--- src/rtl/fwft_unpacker_pkg.sv ---
// Shared definitions for the FWFT word unpacker and its future packer mirror.
// Holds the state encoding and the width-geometry check.
package fwft_unpacker_pkg;

   typedef enum logic {
      ST_IDLE  = 1'b0,
      ST_SHIFT = 1'b1
   } fwft_state_t;

   // A word must split into a whole number of beats, at least two of them.
   function automatic bit fwft_geometry_ok(input int in_w, input int out_w, input int ratio);
      return (ratio >= 2) && (in_w == out_w * ratio);
   endfunction

endpackage

--- src/rtl/fwft_unpacker.sv ---
// Pops full-width words from an FWFT FIFO head and emits them as RATIO
// narrower valid/ready beats, with a last-beat marker and no bubble between words.
module fwft_unpacker
   import fwft_unpacker_pkg::*;
#(
   parameter int IN_WIDTH  = 32,
   parameter int OUT_WIDTH = 8,
   parameter int RATIO     = IN_WIDTH / OUT_WIDTH,
   parameter bit MSB_FIRST = 1'b0,
   parameter int CW        = $clog2(RATIO)
) (
   input  logic                 clk,
   input  logic                 rst,
   input  logic [IN_WIDTH-1:0]  fifo_dout,
   input  logic                 fifo_empty,
   output logic                 fifo_read,
   output logic [OUT_WIDTH-1:0] out_data,
   output logic                 out_valid,
   input  logic                 out_ready,
   output logic                 out_last,
   output logic                 busy
);

   if (!fwft_geometry_ok(IN_WIDTH, OUT_WIDTH, RATIO)) begin : g_bad_geometry
      $error("fwft_unpacker: IN_WIDTH must equal OUT_WIDTH * RATIO with RATIO >= 2");
   end

   localparam logic [CW-1:0] LAST_BEAT = CW'(RATIO - 1);

   fwft_state_t         state;
   logic [CW-1:0]       beat_cnt;
   logic [IN_WIDTH-1:0] sreg;
   logic [IN_WIDTH-1:0] sreg_next_beat;
   logic                accept;
   logic                end_word;
   logic                load;

   assign out_valid = (state == ST_SHIFT);
   assign busy      = (state == ST_SHIFT);
   assign accept    = out_valid & out_ready;
   assign end_word  = accept & (beat_cnt == LAST_BEAT);
   assign out_last  = out_valid & (beat_cnt == LAST_BEAT);

   // Reset gates the pop so the FIFO pointer never moves while we are held.
   assign load      = rst & ~fifo_empty & ((state == ST_IDLE) | end_word);
   assign fifo_read = load;

   if (MSB_FIRST) begin : g_msb_first
      assign out_data       = sreg[IN_WIDTH-1 -: OUT_WIDTH];
      assign sreg_next_beat = {sreg[IN_WIDTH-OUT_WIDTH-1:0], {OUT_WIDTH{1'b0}}};
   end else begin : g_lsb_first
      assign out_data       = sreg[OUT_WIDTH-1:0];
      assign sreg_next_beat = {{OUT_WIDTH{1'b0}}, sreg[IN_WIDTH-1:OUT_WIDTH]};
   end

   // Load takes priority over end_word so a waiting word reloads back-to-back.
   always_ff @(posedge clk or negedge rst) begin
      if (!rst) begin
         state    <= ST_IDLE;
         beat_cnt <= '0;
         sreg     <= '0;
      end else if (load) begin
         state    <= ST_SHIFT;
         beat_cnt <= '0;
         sreg     <= fifo_dout;
      end else if (end_word) begin
         state    <= ST_IDLE;
      end else if (accept) begin
         beat_cnt <= beat_cnt + CW'(1);
         sreg     <= sreg_next_beat;
      end
   end

endmodule

--- config.mk ---
export PLATFORM = sky130hd
export DESIGN_NAME = fwft_unpacker
export DESIGN_NICKNAME = d
export VERILOG_FILES = /design/src/rtl/fwft_unpacker_pkg.sv /design/src/rtl/fwft_unpacker.sv
export SDC_FILE = /design/constraint.sdc
export NUM_CORES = 1
export LEC_CHECK = 0
export CAP_MARGIN = 20
export CORE_MARGIN = 5
export CORE_UTILIZATION = 42
export DETAILED_ROUTE_END_ITERATION = 6
export PLACE_DENSITY_LB_ADDON = 0.05
export SLEW_MARGIN = 20
export SYNTH_ARGS = -nofsm -noshare
export SYNTH_HDL_FRONTEND = slang
export SYNTH_SLANG_ARGS = --single-unit
--- constraint.sdc ---
create_clock -name clk -period 1.4 [get_ports clk]
set_clock_uncertainty 0.15 [all_clocks]
set_input_delay 0.28 -clock clk [delete_from_list [all_inputs] [get_ports clk]]
set_output_delay 0.28 -clock clk [all_outputs]
set_load 0.01 [all_outputs]
# Word-level counts from Yosys, hierarchy flattened
# Cells that the tools add are included.
[totals] register_bits=35 input_bits=36 out_inout_bits=12 word_cells=25
[op_classes] add_sub_neg=1 n_eq_ne=2 mux=8 bitwise_logic=8 n_reduce_logical=3
[op_table] cell="2-to-1 mux 32 bit" count=3
[op_table] cell="2-to-1 mux 2 bit" count=3
[op_table] cell="AND 1 bit" count=5
[op_table] cell="nonzero test 2 bit" count=2
[op_table] cell="adder 2 x 1 -> 2 bit, second input constant" count=1
[op_table] cell="equality test 2 bit, second input constant" count=1
[op_table] cell="2-to-1 mux 1 bit" count=2
[op_table] cell="inequality test 2 bit, second input constant" count=1
[op_table] cell="inverter 1 bit" count=2
[op_table] cell="AND reduction 2 bit" count=1
[op_table] cell="OR 1 bit" count=1

# Longest topological paths before layout
[logic_depth] ltp_word=6 ltp_mapped=7 depth_no_buf=6

# Least setup slack after synthesis
# OpenSTA, ideal clock, no wires.
[synth_path] path_kind="reg2reg" startpoint="register beat_cnt[0]" endpoint="register sreg[24]" setup_time_ps=121 arrival_time_ps=1284 t_required_ps=1129 slack_ps=-155 stages_incl_launch_ff=7 n_path_buf=1 period_less_slack_ps=1555 cell_sequence="dfrtp_1 > ha_1 > a21bo_2 > nand2_4 > inv_4 > buf_6 > a22o_1"
[synth_via] elab_chain_cells=6 word_cells_on_any_way=8 classes_between="eq/ne (2); mux (1); bitwise (3); reduce/logical (2)"
[synth_rtl] element="start: declaration" line_no="fwft_unpacker.sv:31" rtl="logic [CW-1:0] beat_cnt;"
[synth_rtl] element="start signal: assignment" line_no="fwft_unpacker.sv:69" rtl="beat_cnt <= beat_cnt + CW'(1);"
[synth_rtl] element="equality test 2 bit *" line_no="fwft_unpacker.sv:41" rtl="assign end_word = accept & (beat_cnt == LAST_BEAT);"
[synth_rtl] element="AND 1 bit *" line_no="fwft_unpacker.sv:41"
[synth_rtl] element="OR 1 bit *" line_no="fwft_unpacker.sv:45" rtl="assign load = rst & ~fifo_empty & ((state == ST_IDLE) | end_word);"
[synth_rtl] element="AND 1 bit *" line_no="fwft_unpacker.sv:45"
[synth_rtl] element="named net fifo_read" line_no="fwft_unpacker.sv:16" rtl="output logic fifo_read,"
[synth_rtl] element="inequality test 2 bit (no line) / nonzero test 2 bit (equally long branches)"
[synth_rtl] element="AND reduction 2 bit (no line)"
[synth_rtl] element="end signal: assignment" line_no="fwft_unpacker.sv:65" rtl="sreg <= fifo_dout;"
[synth_rtl] element="end signal: assignment" line_no="fwft_unpacker.sv:70" rtl="sreg <= sreg_next_beat;"
[synth_rtl] element="end: declaration" line_no="fwft_unpacker.sv:32" rtl="logic [IN_WIDTH-1:0] sreg;"
# Mark *: on every way through the listed nets, which the timed path passes. The rest lies on a longest branch.
# A chain may end at the register's enable or synchronous reset.

# Worst setup path after layout
[layout_path] startpoint="register beat_cnt[0]" endpoint="output fifo_read"
[layout_via] elab_chain_cells=4
[layout_rtl] element="equality test 2 bit" line_no="fwft_unpacker.sv:41"
[layout_rtl] element="AND 1 bit" line_no="fwft_unpacker.sv:41"
[layout_rtl] element="OR 1 bit" line_no="fwft_unpacker.sv:45"
[layout_rtl] element="AND 1 bit" line_no="fwft_unpacker.sv:45"
[layout_rtl] element="end: declaration" line_no="fwft_unpacker.sv:16"
# No other way between the ends.

==> impl_metrics.yaml <==
yosys:
  synth_nets: 214
  synth_commonest_cells: "a21oi_1 (48), dfrtp_1 (35), nand2_1 (29), nor2_1 (24), buf_4 (11)"
  synthTopCellsByArea: "dfrtp_1 (53%), a21oi_1 (15%), nand2_1 (6.6%)"
  synth_top_cell_by_area: "dfrtp_1"
  synth.most_common_cell: "a21oi_1"
  yosysTopAreaCellShare_pct: 53.1
  syn_inst: 177
  postSynthAreaPerCell_um2: 9.32
  synth_enable_flop_cells: 0
  ys_seq_area_share_pct: 53.1
  yosys_most_used_dff: "dfrtp_1"
  ys_seq_elements: 35
  ys_warn_count: 0
  synth_area_um2: 1650
  synth.distinct_cells: 21
  synthArstFlopShare_pct: 100
power:
  p_total_mw: 4.69
  vdd_drop_max_mv: 1.02
  power_density_nw_per_um2: 1970
  power_leakage_nw: 1.05
worst_hold_path:
  min_path_type: "input pin to asynchronous set/reset pin"
floorplan:
  start_util_pct: 44.1
  die_x_um: 72.7
  io_pins: 48
  rows: 22
  die_h_um: 72.7
  core_um2: 3740
  dieArea_um2: 5280
timing:
  tightest_slew_ns: 0.448
  maxSlewViolCount: 0
  setup_ws_ns: -0.350
  relSlewSlack_pct: 70.1
  rsz0062_at_grt: "yes"
  period_minus_slack_ns: 1.75
  hold_viol_final: 35
  setup_tns_ns: -10.78
  setup_viol: 36
  period_share_pct: 125
  whs_ns: -0.0752
  max_freq_mhz: 572
critical_path:
  path_class: "register to output pin"
  critPathCaptureType: "output pin"
  reg2reg_slack_ns: -0.34
  required_ns: 0.97
  start_kind: "register"
  rr_worst_depth: 7
  crit_arrival_ns: 1.32
  cp_max_fo: 3
status:
  violations: "hold timing, setup timing"
  status: "complete, but fails checks"
global_routing:
  grt_usage_pct: 17.1
  grt_pass1_wl_mm: 6.95
  antenna_found_initial: 0
  grt_pass1_vias: 1482
  overflow: 0
  grt_max_degree: 37
cts:
  clockBufferDepth: 2
  cts_buffers: 5
  cts-htree-levels: 2
  cts_root_buf: "clkbuf_8"
  cts_sinks: 35
  clkLatencyLatePin_ns: 0.28
  cts_tree: "yes"
  path_clk_slew_ns: 0.07
final_layout:
  diodes: 0
  final_cell_area_um2: 2380
  fillers: 336
  nets: 265
  area_growth_pct: 44.3
  drive_gt1_share_pct: 24.1
routing:
  drc: 0
  highest_layer: "met4"
  drtPass1Iterations: 4
  wl_met2_mm: 1.87
  finalWirelength_mm: 4.16
  wl_met3_um: 342
  num_vias: 1437
  viasPerCell: 5.21
  drtIter0Drc: 70
  drt-met1-wl_mm: 1.85
  drtAntennaViolNets: 0
  wl_per_cell_um: 15.1
placed_design:
  place_congestion: 0.713
  dpl_cell_area_um2: 2130
  portBuffers: 47
  dp_hpwl_mm: 2.50
job:
  maxCapViolCount: 0
-- logic make-up (layout without fill, tap and decap cells) --
family / after synthesis / after routing / synth area share, %
AO/OA/AOI/OAI: 61 / 63 / 22.0
AND/OR/NAND/NOR: 59 / 59 / 15.0
flip-flops: 35 / 35 / 53.1
buffers and inverters: 21 / 70 / 9.17
adder cells (fa/ha/maj): 1 / 1 / 0.758
-- where the power goes --
group / switching, mW / internal, mW / total, mW
Combinational: 1.17 / 1.12 / 2.29
Sequential: 0.233 / 1.45 / 1.68
Clock: 0.334 / 0.385 / 0.719
-- timing repair --
item	4_1_cts	5_1_grt
pin swaps	6	3
endpoints found under the setup margin	46	42
buffers inserted	5	0
gates cloned	3	1
endpoints found under the hold margin	35	35
gates resized for setup	41	12
-- worst paths after layout --
kind | from | to
min reg2reg | sreg[29] | sreg[29]
min in group clk | sreg[29] | sreg[29]
min | rst | sreg[9]
max | beat_cnt[0] | fifo_read
max reg2reg | beat_cnt[0] | sreg[18]
max in group asynchronous | rst | sreg[17]
-- layer usage --
layer / GRT usage (%) / vias to the layer above
li1: - / 696
met1: 23.0 / 677
met2: 25.9 / 55
met3: 4.41 / 9
met4: 7.38 / 0
met5: 0 / -
-- state kept, by name, indices dropped and copies added (netlist names) --
signal and cells:
sreg 32, beat_cnt 2, busy 1
-- critical path: stages, from the launching register on --
cell	delay [ns]
dfrtp_1	0.41
ha_4	0.19
a21bo_4	0.22
nand2_4	0.07
inv_4	0.04
buf_6	0.11
-- per-stage QoR --
stage	std cells	hold WS [ns]	utilization, %	worst slack [ns]
final	276	-0.0752	63.6	-0.350
after global routing	276	-0.0371	63.6	-0.412
after CTS	275	-0.0666	62.6	-0.347
after detailed placement	260	0.239	56.8	-0.623
after global placement	260	0.236	56.8	-0.621
after floorplan	177	-0.166	-	-0.117
-- area by class of cell --
type                    instances  area, um^2  share of cell area [%]
well taps                      48        60.1                    2.52
inverters                       2        10.0                   0.420
repair buffers                 61         593                    24.9
clock inverters                 1        5.00                   0.210
multi-input cells             123         754                    31.7
clock buffers                   6        82.6                    3.47
flip-flops and latches         35         876                    36.8
-- placed cells by master (no fill, tap or decap) --
cell type        netlist  layout
nand2_1               29      28
a21bo_4                0       1
buf_6                  3       4
a21oi_1               48      31
nand2_4                1       1
a22o_1                 8       8
clkdlybuf4s50_1        0      34
a21oi_2                0      17
clkbuf_16              0       1
buf_4                 11       9
dlygate4sd2_1          0       4
nand2b_1               1       1
and2b_4                2       2
nor2_1                24      24
and2_1                 1       1
a21boi_0               1       1
o21ai_2                0       1
clkdlybuf4s15_1        0       4
buf_2                  5       4
inv_4                  1       1
ha_4                   0       1
o22ai_4                1       1
clkbuf_8               0       6
dfrtp_1               35      35
inv_1                  1       1
nand2_2                0       1
buf_12                 0       1
nand3_1                1       1
clkinv_2               0       1
o22a_4                 0       3
No activity file was read; power rests on OpenSTA's default activity.
